===== src/rtl/hostmem_pkg.sv =====
// Shared encodings for the host memory writer: target select codes,
// decode states and default memory address widths.
package hostmem_pkg;

  localparam int DEF_CHROW_AW = 8;
  localparam int DEF_PAL_AW   = 8;
  localparam int DEF_FONT_AW  = 12;

  localparam logic [1:0] TGT_CHROW = 2'b00;
  localparam logic [1:0] TGT_PAL   = 2'b01;
  localparam logic [1:0] TGT_FONT  = 2'b10;
  localparam logic [1:0] TGT_RSVD  = 2'b11;

  typedef enum logic [2:0] {
    IDLE    = 3'd0,
    ADDR_LO = 3'd1,
    ADDR_HI = 3'd2,
    DATA_LO = 3'd3,
    DATA_HI = 3'd4
  } state_t;

endpackage


===== src/rtl/host_port_sync.sv =====
// Brings the asynchronous host port into the clk domain and emits a one-cycle
// byte_valid pulse on each synchronised rising edge of host_nwr.
module host_port_sync #(
  parameter int SYNC_STAGES = 2
) (
  input  logic       clk,
  input  logic       nrst,
  input  logic [7:0] host_d,
  input  logic       host_rs,
  input  logic       host_nwr,
  output logic       byte_valid,
  output logic [7:0] byte_data,
  output logic       byte_rs
);

  logic [SYNC_STAGES-1:0]      nwr_sync_q, nwr_sync_d;
  logic [SYNC_STAGES-1:0]      rs_sync_q, rs_sync_d;
  logic [SYNC_STAGES-1:0][7:0] d_sync_q, d_sync_d;
  logic                        nwr_prev_q, nwr_prev_d;
  logic                        rs_prev_q, rs_prev_d;
  logic [7:0]                  d_prev_q, d_prev_d;

  always_comb begin
    nwr_sync_d = {nwr_sync_q[SYNC_STAGES-2:0], host_nwr};
    rs_sync_d  = {rs_sync_q[SYNC_STAGES-2:0], host_rs};
    d_sync_d   = {d_sync_q[SYNC_STAGES-2:0], host_d};
    nwr_prev_d = nwr_sync_q[SYNC_STAGES-1];
    rs_prev_d  = rs_sync_q[SYNC_STAGES-1];
    d_prev_d   = d_sync_q[SYNC_STAGES-1];
  end

  always_ff @(posedge clk) begin
    if (!nrst) begin
      nwr_sync_q <= '1;
      rs_sync_q  <= '0;
      d_sync_q   <= '0;
      nwr_prev_q <= 1'b1;
      rs_prev_q  <= 1'b0;
      d_prev_q   <= '0;
    end else begin
      nwr_sync_q <= nwr_sync_d;
      rs_sync_q  <= rs_sync_d;
      d_sync_q   <= d_sync_d;
      nwr_prev_q <= nwr_prev_d;
      rs_prev_q  <= rs_prev_d;
      d_prev_q   <= d_prev_d;
    end
  end

  // The byte and rs are taken one cycle behind the edge so they were sampled
  // while the strobe was still low and the host guaranteed them stable.
  assign byte_valid = nwr_sync_q[SYNC_STAGES-1] & ~nwr_prev_q;
  assign byte_data  = d_prev_q;
  assign byte_rs    = rs_prev_q;

endmodule


===== src/rtl/host_mem_writer.sv =====
// Decodes the synchronised host byte stream (command / address / data) and
// drives single-cycle active-low write strobes into chrowbuf, palette and fontmem.
module host_mem_writer
  import hostmem_pkg::*;
#(
  parameter int SYNC_STAGES = 2,
  parameter int CHROW_AW    = DEF_CHROW_AW,
  parameter int PAL_AW      = DEF_PAL_AW,
  parameter int FONT_AW     = DEF_FONT_AW
) (
  input  logic                clk,
  input  logic                nrst,
  input  logic [7:0]          host_d,
  input  logic                host_rs,
  input  logic                host_nwr,
  output logic                chrowbuf_wr,
  output logic [CHROW_AW-1:0] chrowbuf_wr_addr,
  output logic [15:0]         chrowbuf_wr_data,
  output logic                palette_wr,
  output logic [PAL_AW-1:0]   palette_wr_addr,
  output logic [15:0]         palette_wr_data,
  output logic                fontmem_wr,
  output logic [FONT_AW-1:0]  fontmem_wr_addr,
  output logic [7:0]          fontmem_wr_data,
  output logic                host_err
);

  logic       byte_valid, byte_rs;
  logic [7:0] byte_data;

  host_port_sync #(.SYNC_STAGES(SYNC_STAGES)) u_sync (
    .clk        (clk),
    .nrst       (nrst),
    .host_d     (host_d),
    .host_rs    (host_rs),
    .host_nwr   (host_nwr),
    .byte_valid (byte_valid),
    .byte_data  (byte_data),
    .byte_rs    (byte_rs)
  );

  state_t              state_q, state_d;
  logic [1:0]          tgt_q, tgt_d;
  logic [15:0]         addr_q, addr_d;
  logic [7:0]          lo_q, lo_d;
  logic                err_q, err_d;
  logic                chrow_wr_q, chrow_wr_d;
  logic [CHROW_AW-1:0] chrow_addr_q, chrow_addr_d;
  logic [15:0]         chrow_data_q, chrow_data_d;
  logic                pal_wr_q, pal_wr_d;
  logic [PAL_AW-1:0]   pal_addr_q, pal_addr_d;
  logic [15:0]         pal_data_q, pal_data_d;
  logic                font_wr_q, font_wr_d;
  logic [FONT_AW-1:0]  font_addr_q, font_addr_d;
  logic [7:0]          font_data_q, font_data_d;
  logic                issue;

  always_ff @(posedge clk) begin
    if (!nrst) begin
      state_q      <= IDLE;
      tgt_q        <= TGT_CHROW;
      addr_q       <= '0;
      lo_q         <= '0;
      err_q        <= 1'b0;
      chrow_wr_q   <= 1'b1;
      chrow_addr_q <= '0;
      chrow_data_q <= '0;
      pal_wr_q     <= 1'b1;
      pal_addr_q   <= '0;
      pal_data_q   <= '0;
      font_wr_q    <= 1'b1;
      font_addr_q  <= '0;
      font_data_q  <= '0;
    end else begin
      state_q      <= state_d;
      tgt_q        <= tgt_d;
      addr_q       <= addr_d;
      lo_q         <= lo_d;
      err_q        <= err_d;
      chrow_wr_q   <= chrow_wr_d;
      chrow_addr_q <= chrow_addr_d;
      chrow_data_q <= chrow_data_d;
      pal_wr_q     <= pal_wr_d;
      pal_addr_q   <= pal_addr_d;
      pal_data_q   <= pal_data_d;
      font_wr_q    <= font_wr_d;
      font_addr_q  <= font_addr_d;
      font_data_q  <= font_data_d;
    end
  end

  // Address is kept 16 bits wide; wrapping modulo 2^AW falls out of slicing
  // the low AW bits at the memory port.
  always_comb begin
    state_d = state_q;
    tgt_d   = tgt_q;
    addr_d  = addr_q;
    lo_d    = lo_q;
    err_d   = err_q;
    if (byte_valid) begin
      if (!byte_rs) begin
        tgt_d  = byte_data[7:6];
        addr_d = '0;
        lo_d   = '0;
        if (byte_data[7:6] == TGT_RSVD) begin
          state_d = IDLE;
          err_d   = 1'b1;
        end else begin
          state_d = ADDR_LO;
        end
      end else begin
        case (state_q)
          IDLE: err_d = 1'b1;
          ADDR_LO: begin
            addr_d[7:0] = byte_data;
            state_d     = ADDR_HI;
          end
          ADDR_HI: begin
            addr_d[15:8] = byte_data;
            state_d      = DATA_LO;
          end
          DATA_LO: begin
            if (tgt_q == TGT_FONT) begin
              addr_d = addr_q + 16'd1;
            end else begin
              lo_d    = byte_data;
              state_d = DATA_HI;
            end
          end
          DATA_HI: begin
            addr_d  = addr_q + 16'd1;
            state_d = DATA_LO;
          end
          default: state_d = IDLE;
        endcase
      end
    end
  end

  assign issue = byte_valid & byte_rs &
                 (((state_q == DATA_LO) && (tgt_q == TGT_FONT)) || (state_q == DATA_HI));

  always_comb begin
    chrow_wr_d   = 1'b1;
    chrow_addr_d = chrow_addr_q;
    chrow_data_d = chrow_data_q;
    pal_wr_d     = 1'b1;
    pal_addr_d   = pal_addr_q;
    pal_data_d   = pal_data_q;
    font_wr_d    = 1'b1;
    font_addr_d  = font_addr_q;
    font_data_d  = font_data_q;
    if (issue) begin
      case (tgt_q)
        TGT_CHROW: begin
          chrow_wr_d   = 1'b0;
          chrow_addr_d = addr_q[CHROW_AW-1:0];
          chrow_data_d = {byte_data, lo_q};
        end
        TGT_PAL: begin
          pal_wr_d   = 1'b0;
          pal_addr_d = addr_q[PAL_AW-1:0];
          pal_data_d = {byte_data, lo_q};
        end
        TGT_FONT: begin
          font_wr_d   = 1'b0;
          font_addr_d = addr_q[FONT_AW-1:0];
          font_data_d = byte_data;
        end
        default: ;
      endcase
    end
  end

  assign chrowbuf_wr      = chrow_wr_q;
  assign chrowbuf_wr_addr = chrow_addr_q;
  assign chrowbuf_wr_data = chrow_data_q;
  assign palette_wr       = pal_wr_q;
  assign palette_wr_addr  = pal_addr_q;
  assign palette_wr_data  = pal_data_q;
  assign fontmem_wr       = font_wr_q;
  assign fontmem_wr_addr  = font_addr_q;
  assign fontmem_wr_data  = font_data_q;
  assign host_err         = err_q;

endmodule


===== config.mk =====
export PLATFORM = sky130hd
export DESIGN_NAME = host_mem_writer
export DESIGN_NICKNAME = d
export VERILOG_FILES = /design/src/rtl/hostmem_pkg.sv /design/src/rtl/host_port_sync.sv /design/src/rtl/host_mem_writer.sv
export SDC_FILE = /design/constraint.sdc
export NUM_CORES = 1
export LEC_CHECK = 0
export ABC_AREA = 1
export CORE_MARGIN = 2
export CORE_UTILIZATION = 40
export CTS_BUF_LIST = sky130_fd_sc_hd__clkbuf_8 sky130_fd_sc_hd__clkbuf_16
export DETAILED_ROUTE_END_ITERATION = 10
export PLACE_DENSITY = 0.61
export SLEW_MARGIN = 0
export SYNTH_ARGS = -nofsm -noshare
export SYNTH_HDL_FRONTEND = slang
export SYNTH_SLANG_ARGS = --single-unit

===== constraint.sdc =====
create_clock -name clk -period 1.73 [get_ports clk]
set_input_delay 0.346 -clock clk [delete_from_list [all_inputs] [get_ports clk]]
set_output_delay 0.346 -clock clk [all_outputs]
set_load 0.05 [all_outputs]

== After elaboration in Yosys (flattened, before gate mapping) ==
Index checks and enable logic that the tools add are counted.
Widths: inputs -> output; s select.

* Add/subtract/negate cells: 1
* Equal/unequal tests: 15
* Muxes and demuxes: 17
* Bitwise gates (word level): 5
* Reductions and logical operators: 16

{| class="wikitable"
|+ Operator list
! cell !! number
|-
| $pmux 8 s3 || 2
|-
| $mux 16 || 2
|-
| $mux 8 || 3
|-
| $add 16x1->16 const B || 1
|-
| $reduce_and 3->1 || 5
|-
| $pmux 3 s4 || 1
|-
| $reduce_and 2->1 || 5
|-
| $ne 2x2->1 const B || 4
|-
| $ne 4x4->1 const B || 2
|-
| $mux 1 || 7
|-
| $eq 3x2->1 const B || 2
|-
| $mux 3 || 2
|-
| $ne 3x3->1 const B || 2
|-
| $eq 2x2->1 const B || 2
|-
| $and 1x1->1 || 3
|-
| $eq 3x1->1 const B || 1
|-
| $eq 3x3->1 const B || 1
|-
| $logic_not 3->1 || 1
|-
| $eq 2x1->1 const B || 1
|-
| $logic_not 2->1 || 1
|-
| $not 1->1 || 2
|-
| $reduce_bool 2->1 || 1
|-
| $reduce_or 2->1 || 1
|-
| $logic_and 1x1->1 || 1
|-
| $logic_or 1x1->1 || 1
|}

* Register bits after elaboration: 131
* Input bits: 12
* Output and inout port bits: 72
* Word-level logic and storage cells: 76

== Longest topological paths before layout ==
Gate-level depths: netlist of run 1.

* Depth after elaboration: 5
* Gate-level depth with buffers: 10
* Mapped depth without buffers: 10

== Cells and area by module ==
A second synthesis of run 1 with hierarchy kept.

* Cells, all modules: 642
* Area total of the unflattened synthesis: 4839.6 um2

{| class="wikitable"
|+ By module, submodules not included
! module !! times used !! cells each !! area an instance (um2) !! sequential area each (um2)
|-
| host_mem_writer || 1 || 548 || 3976.3 || 1941.9
|-
| host_port_sync || 1 || 94 || 863.3 || 600.6
|}

== Worst setup path before layout of run 1 ==
Ideal clock, no wire load.

* Path kind: register -> register
* From: register u_sync.nwr_prev_q
* To: register chrow_addr_q[2] (netlist: chrowbuf_wr_addr[2])
* Library setup time: 0.119 ns
* Arrival time: 1.169 ns
* Data required time: 1.611 ns
* Path slack: 0.442 ns
* Stages on the path, launching flop included: 8
* Path buffers: 1
* Period minus slack after synthesis: 1.288 ns
* Path through: dfxtp_1 -> nor2_8 -> inv_2 -> nor2_4 -> nand3_2 -> clkbuf_1 -> o21ai_0 -> a21oi_1

* Longest elaborated chain between the ends: 5

{| class="wikitable"
|+ Ends and longest elaborated chain
! item !! line !! source
|-
| start, declared || host_port_sync.sv:19 || <nowiki>logic nwr_prev_q, nwr_prev_d;</nowiki>
|-
| start signal, assigned || host_port_sync.sv:44 || <nowiki>nwr_prev_q <= nwr_prev_d;</nowiki>
|-
| $not 1->1 || host_port_sync.sv:52 || <nowiki>assign byte_valid = nwr_sync_q[SYNC_STAGES-1] & ~nwr_prev_q;</nowiki>
|-
| $and 1x1->1 || host_port_sync.sv:52 ||
|-
| $and 1x1->1 (2 in a row) || host_mem_writer.sv:140 || <nowiki>assign issue = byte_valid & byte_rs &</nowiki>
|-
| $reduce_and 2->1 (no source line) || n/a ||
|-
| end signal, assigned || host_mem_writer.sv:81 || <nowiki>chrow_addr_q <= chrow_addr_d;</nowiki>
|-
| end, declared || host_mem_writer.sv:48 || <nowiki>logic [CHROW_AW-1:0] chrow_addr_q, chrow_addr_d;</nowiki>
|}

Every way passes these cells.
A chain may end at the register's enable or synchronous reset.

== Worst setup path after layout of run 1 ==
* From: register state_q[1]
* To: register addr_q[1]

* Longest elaborated chain between the ends: 3
* Elaborated cells on any way between the ends: 8
* Classes of those cells: 5 x eq/ne; 2 x mux; 1 x reduce/logical

{| class="wikitable"
|+ Ends and longest elaborated chain
! item !! line !! source
|-
| start, declared || host_mem_writer.sv:42 || <nowiki>state_t state_q, state_d;</nowiki>
|-
| start signal, assigned || host_mem_writer.sv:75 || <nowiki>state_q <= state_d;</nowiki>
|-
| $eq 3x2->1 (tied with other cells) || host_mem_writer.sv:112 || <nowiki>case (state_q)</nowiki>
|-
| $ne 4x4->1 (no source line) (tied with other cells) || n/a ||
|-
| $reduce_and 3->1 (no source line) or $mux 16 (tied branches) || n/a ||
|-
| end signal, assigned || host_mem_writer.sv:77 || <nowiki>addr_q <= addr_d;</nowiki>
|-
| end, declared || host_mem_writer.sv:44 || <nowiki>logic [15:0] addr_q, addr_d;</nowiki>
|}

Several ways; a longest one is shown, not always the timed one.

==> results.yml, run 1 <==
cells_and_area:
  final_area_um2: 6269
  antenna_cells: 0
  fillers: 1150
  area_delta_synth_final_pct: 29.16
  layout-drive-gt1-share: 0.1860
  nets: 742
  final_common_cell: "nand2_1"
  final_cell_mix: "191 x nand2_1, 127 x dfxtp_1, 96 x a21oi_1, 86 x buf_4, 75 x inv_1"
  stdcell_count: 889
power_and_ir_drop:
  vdd_drop_max_v: 0.0006932
  p_int_w: 0.005435
  p_leak_nw: 2.625
  fin_total_pwr_w: 0.006808
  sw_frac_of_total: 0.2016
  p_per_area_nw_per_um2: 1086
  p_switching_w: 0.001373
  seqPwrFrac: 0.438
  p_comb_frac: 0.023
  clockPowerShare: 0.539
clock_tree:
  cts.sinks: 127
  cts.clk_slew.worst_paths_ns: 0.06
  cts_root_buf: "clkbuf_16"
  clockBufferDepth: 2
  clk-insertion-delay-late_ns: 0.42
  htreeDepth: 4
  holdBufCountCts: 0
  cts_tree: "done"
  numCtsBuffers: 17
synthesis:
  ys_types: 25
  yosysWarningCount: 0
  seq_area_frac_synth: 0.5238
  synth_xor_area_frac: 0
  syn_avg_cell_area_um2: 7.548
  synth_compound_area_frac: 0.1351
  ys_seq_elements: 127
  synthMuxAreaShare: 0
  synth_ff_type: "dfxtp_1"
  netlist_area_um2: 4853
  synthArstFlopShare: 0
  yosys.area_share.adder: 0.002578
  syn_nets: 656
  synthSimpleGateAreaFrac: 0.2413
  synthCells: 643
  synth_edf_count: 0
  synth_top_family_by_area: "simple AND/OR/NAND/NOR gates"
placed_design:
  place.gp.congestion: 0.9048
  dpl_cell_area_um2: 5650
  dp_cells: 857
  dp_hpwl_um: 7874
  numPortBuffers: 83
  pre_cts_slack_ns: 0.2048
drt:
  routed-via-count: 4264
  viasPerCell: 4.796
  detail_route.iter0.violations: 314
  post_drt_wl_per_cell_um: 13.01
  drc: 0
  postRouteWirelength_um: 11560
  drt_first_pass_iters: 5
  ant_nets: 0
worst_setup_path:
  cpMaxStageDelayCell: "dfxtp_1"
  r2r_cells: 7
  crit_top_cell: "nand2_2"
  critPathRequiredTime_ns: 2.03
  path_buf_inv: 1
  cp_cell_sequence: "nor2_1 > nand2_2 > nand2_2 > inv_1 > or2_1 > nand3_1 > a21oi_1"
  criticalPathCategory: "register to register"
  arrival_ns: 1.86
  worstPathMaxFanout: 17
  path_depth: 7
  worst_setup_path_start_kind: "register"
  path_delay_family: "simple AND/OR/NAND/NOR gates"
  cpPeakStageDelay_ns: 0.37
  setup.worst_path.end_class: "register"
global_route:
  overflow: 0
  grtUsageTotal: 0.1829
  grt_pass1_wl_um: 18500
  antenna_found_initial: 0
  grt_start_max_net_pins: 49
  first_global_vias: 3781
die:
  row_count: 40
  core_area_um2: 11910
  io_pins: 84
  die_w_um: 114.2
  dieArea_um2: 13030
  initial_core_util: 0.4075
  dieHeight_um: 114.2
timing:
  slew_headroom: 0.7390
  hold_violations: 0
  tns_ns: 0
  slew_violations: 0
  max_freq_ghz: 0.6423
  min_period_ns: 1.557
  worst_slew_pin_slew_ns: 0.3901
  skew_ns: 0.009714
  timing.final.crit_share: 0.8999
  setup_viol: 0
  rsz0062_at_grt: "false"
  worst_slack_ns: 0.1731
worst_hold_path:
  whs_path_depth: 3
  hp-class: "primary input to register"
status:
  run_status: "finished clean"
flow_run:
  cap_violations: 0
## kinds of logic (layout without fill, tap and decap cells)
logic type	count (synthesis)	in the layout
DFF	127	127
AOI/OAI and AO/OA	130	130
and+or+nand+nor	275	275
adders and majority gates	1	1
buffers and inverters	110	209
## synth_stat cells (2+ instances only)
| cell | count | share of area |
|---|---|---|
| nand4_1 | 3 | 0.0039 |
| or2_2 | 2 | 0.0026 |
| a21oi_1 | 96 | 0.099 |
| dfxtp_1 | 127 | 0.52 |
| buf_6 | 5 | 0.012 |
| nor2_1 | 32 | 0.025 |
| nand2_2 | 4 | 0.0052 |
| nor2_4 | 2 | 0.0046 |
| buf_4 | 3 | 0.0046 |
| o21ai_0 | 32 | 0.033 |
| nand2_1 | 191 | 0.15 |
| buf_2 | 7 | 0.0072 |
| inv_1 | 71 | 0.055 |
| clkbuf_1 | 17 | 0.013 |
| inv_2 | 6 | 0.0046 |
| nand3_2 | 2 | 0.0041 |
| nand3b_1 | 2 | 0.0031 |
| o21bai_1 | 2 | 0.0031 |
| nand3_1 | 33 | 0.034 |
## sequential cells by signal, summed over array words and instances (netlist names), 2 cells and up
signal             count
lo_q                   8
u_sync.d_sync_d        8
palette_wr_addr        8
u_sync.d_prev_d        8
u_sync.nwr_sync_q      2
addr_q                12
fontmem_wr_addr       12
u_sync.rs_sync_q       2
tgt_q                  2
fontmem_wr_data        8
palette_wr_data       16
u_sync.byte_data       8
chrowbuf_wr_addr       8
chrowbuf_wr_data      16
state_q                3
## stage by stage
| stage | utilization | hold slack (ns) |
|---|---|---|
| 2_1_floorplan | - | 0.3905 |
| 3_3_place_gp | 0.4744 | 0.3921 |
| 3_5_place_dp | 0.4744 | 0.3947 |
| 4_1_cts | 0.5261 | 0.2423 |
| 5_1_grt | 0.5263 | 0.2645 |
| 6_report | 0.5263 | 0.2520 |
## power by group through the flow
stage | clock (W) | combinational [W] | sequential (W)
2_1_floorplan | 0 | 0.0000991 | 0.00303
3_3_place_gp | 0 | 0.000159 | 0.00304
3_5_place_dp | 0 | 0.000161 | 0.00304
4_1_cts | 0.00374 | 0.000161 | 0.00298
5_1_grt | 0.00387 | 0.000181 | 0.00298
6_report | 0.00367 | 0.000160 | 0.00298
## what timing repair did
| item | 4_1_cts | 5_1_grt |
|---|---|---|
| setup buffers | 0 | 0 |
| gates resized for setup | 0 | 1 |
| endpoints found under the setup margin | 0 | 1 |
## final timing paths
path / from / endpoint / slack (ns)
worst max register to register: state_q[1] / addr_q[1] / 0.17
worst min-delay path: nrst / u_sync.nwr_sync_q[1] / 0.25
worst max-delay path: state_q[1] / addr_q[1] / 0.17
worst min register to register: u_sync.d_prev_d[5] / u_sync.byte_data[5] / 0.41
## worst register-to-register path: stages, from the launching register on
cell	delay [ns]
dfxtp_1	0.37
nor2_1	0.19
nand2_2	0.12
nand2_2	0.26
inv_1	0.13
or2_1	0.22
nand3_1	0.08
a21oi_1	0.06
## layout make-up
| class | instances | area [um^2] | share of cell area |
|---|---|---|---|
| Multi-Input combinational cell | 406 | 1842 | 0.2938 |
| Clock buffer | 18 | 439.2 | 0.07006 |
| Timing Repair Buffer | 99 | 790.8 | 0.1261 |
| Inverter | 78 | 294.0 | 0.04691 |
| Sequential cell | 127 | 2542 | 0.4056 |
| Tap cell | 147 | 183.9 | 0.02934 |
| Clock inverter | 14 | 176.4 | 0.02814 |
## routing by layer
metal,track usage,share of wire
met5,0,0
met4,0.08293,0.019
met3,0.05135,0.054
met1,0.2361,0.47
met2,0.2853,0.46
(Power assumes the default switching activity.)
==> inputs of run 2 (changes only) <==
- CTS_CLUSTER_DIAMETER: not set -> 50
- SYNTH_HIERARCHICAL: not set -> 1
==> results.yml, run 2 <==
status:
  run_status: "finished clean"
timing:
  max_freq_ghz: 0.6270
  slew_violations: 0
  rsz0062_at_grt: "true"
  hold_violations: 0
  skew_ns: 0.008683
  min_period_ns: 1.595
  setup_viol: 0
  timing.final.crit_share: 0.9219
  slew_headroom: 0.5143
  worst_slew_pin_slew_ns: 0.7251
cells_and_area:
  final_cell_mix: "205 x nand2_1, 127 x dfxtp_1, 97 x a21oi_1, 91 x buf_4, 70 x inv_1"
  final_area_um2: 6276
  antenna_cells: 0
  nets: 745
  final_common_cell: "nand2_1"
  stdcell_count: 892
  area_delta_synth_final_pct: 29.68
  layout-drive-gt1-share: 0.1946
die:
  io_pins: 84
  initial_core_util: 0.4063
  dieHeight_um: 114.0
  die_w_um: 114.0
  core_area_um2: 11910
  dieArea_um2: 12990
  row_count: 40
synthesis:
  synthArstFlopShare: 0
  synth_edf_count: 0
  synthTopCellsByCount: "207 x nand2_1, 127 x dfxtp_1, 97 x a21oi_1"
  synthCells: 642
  seq_area_frac_synth: 0.5253
  ys_types: 29
  ys_seq_elements: 127
  yosysTopAreaCell: "dfxtp_1"
  synth_most_common_cell: "nand2_1"
  netlist_area_um2: 4840
  synth_top_area_share: 0.5253
  synth_area_leaders: "dfxtp_1 53%, nand2_1 16%, a21oi_1 10%, inv_1 5.5%, o21ai_0 2.5%"
  synth_ff_type: "dfxtp_1"
  syn_nets: 655
  yosysWarningCount: 6
  syn_avg_cell_area_um2: 7.538
global_route:
  antenna_found_initial: 0
  grt_start_max_net_pins: 49
  overflow: 0
  first_global_vias: 3937
  grt_pass1_wl_um: 19330
  grtUsageTotal: 0.1947
clock_tree:
  cts_resized: 0
  clk-insertion-delay-late_ns: 0.41
  cts.sinks: 127
  cts_root_buf: "clkbuf_16"
  cts.clk_slew.worst_paths_ns: 0.05
  holdBufCountCts: 0
  htreeDepth: 4
  cts_tree: "done"
  clockBufferDepth: 2
  post_cts_buffers: 0
  numCtsBuffers: 17
drt:
  wl_met3_um: 816
  routed-via-count: 4276
  post_drt_wl_per_cell_um: 13.62
  wl_met2_um: 5559
  detail_route.iter0.violations: 249
  wl_met1_um: 5521
  postRouteWirelength_um: 12150
  drt_first_pass_iters: 5
  ant_nets: 0
  highest-signal-layer: "met4"
  drc: 0
  viasPerCell: 4.794
worst_setup_path:
  worstPathMaxFanout: 48
  worst_setup_path_start_kind: "register"
  criticalPathCategory: "register to register"
  arrival_ns: 1.90
  setup.worst_path.end_class: "register"
  critPathRequiredTime_ns: 2.03
power_and_ir_drop:
  p_switching_w: 0.001366
  p_int_w: 0.005315
  vdd_drop_max_v: 0.0006096
  sw_frac_of_total: 0.2045
  p_leak_nw: 2.667
  p_comb_frac: 0.024
  seqPwrFrac: 0.446
  p_per_area_nw_per_um2: 1064
  clockPowerShare: 0.530
placed_design:
  numPortBuffers: 83
  dpl_cell_area_um2: 5655
  place.gp.congestion: 0.8896
  dp_cells: 860
  dp_hpwl_um: 8327
flow_run:
  cap_violations: 0
worst_hold_path:
  hp-class: "primary input to register"
==> run 2: cell types whose count changed in the layout (fill, tap and decap cells not counted), moves of 2 or more <==
cell,previous run,this run
nand3_1,33,16
nand2_1,191,205
o21ai_1,0,12
o21ai_0,32,22
buf_4,86,91
inv_1,75,70
clkbuf_8,1,5
inv_2,6,2
clkinv_2,3,6
bufinv_16,4,2
nor2_2,1,3
xor2_1,0,2
==> run 2: power by group through the flow <==
| stage | combinational (W) | sequential (W) | clock [W] |
|---|---|---|---|
| after global routing | 0.000178 | 0.00298 | 0.00374 |
| after CTS | 0.000159 | 0.00298 | 0.00361 |
| after global placement | 0.000156 | 0.00304 | 0 |
| after floorplan | 0.0000970 | 0.00303 | 0 |
| after detailed placement | 0.000158 | 0.00304 | 0 |
| final | 0.000159 | 0.00298 | 0.00354 |
==> run 2: logic make-up after synthesis <==
group / after synthesis / share of synthesized area
AOI/OAI and AO/OA: 135 / 0.1417
xor gates and xnor gates: 2 / 0.003620
adders and majority gates: 1 / 0.002585
buffers and inverters: 107 / 0.09824
DFF: 127 / 0.5253
and+or+nand+nor: 270 / 0.2285
==> run 2: per-layer routing <==
layer	vias to the layer above	track usage
li1	2189	-
met1	1931	0.2480
met2	137	0.3048
met3	19	0.06323
met4	0	0.08130
met5	-	0
==> run 2: cell type report <==
cell class,instances,area (um^2)
fill,1149,5635
sequential,127,2542
multi-input combinational,408,1837
timing repair buffer,104,828.3
clock buffer,22,494.2
inverter,74,281.5
tap,147,183.9
clock inverter,10,108.9
==> run 2: final timing paths <==
path / slack, ns / from / end / cells after the start
worst max register to register: 0.14 / state_q[1] / chrowbuf_wr_data[11] / 8
worst min-delay path: 0.35 / nrst / palette_wr_data[11] / 3
worst max-delay path: 0.14 / state_q[1] / chrowbuf_wr_data[11] / 8
worst min register to register: 0.41 / u_sync/nwr_sync_q[0] / u_sync/nwr_sync_q[1] / 2
==> run 2: worst max-delay path, stage by stage, from the launching register on <==
cell and delay, ns:
dfxtp_1 0.44, nand2_1 0.12, nor2_2 0.13, nand2_1 0.12
nand2_4 0.11, nand3_2 0.09, buf_12 0.19, o21ai_0 0.21
a21oi_1 0.06
==> run 2: stage by stage <==
step                  util  setup WS (ns)  setup TNS (ns)  power (W)  hold WS [ns]
finish              0.5269         0.1352               0   0.006681        0.3465
global route        0.5269       -0.01009        -0.01478   0.006898        0.3730
CTS                 0.5254        0.07152               0   0.006751        0.3384
detailed placement  0.4748        0.08917               0   0.003199        0.3895
global placement    0.4748         0.1338               0   0.003196        0.3948
floorplan                -         0.3312               0   0.003130        0.3795
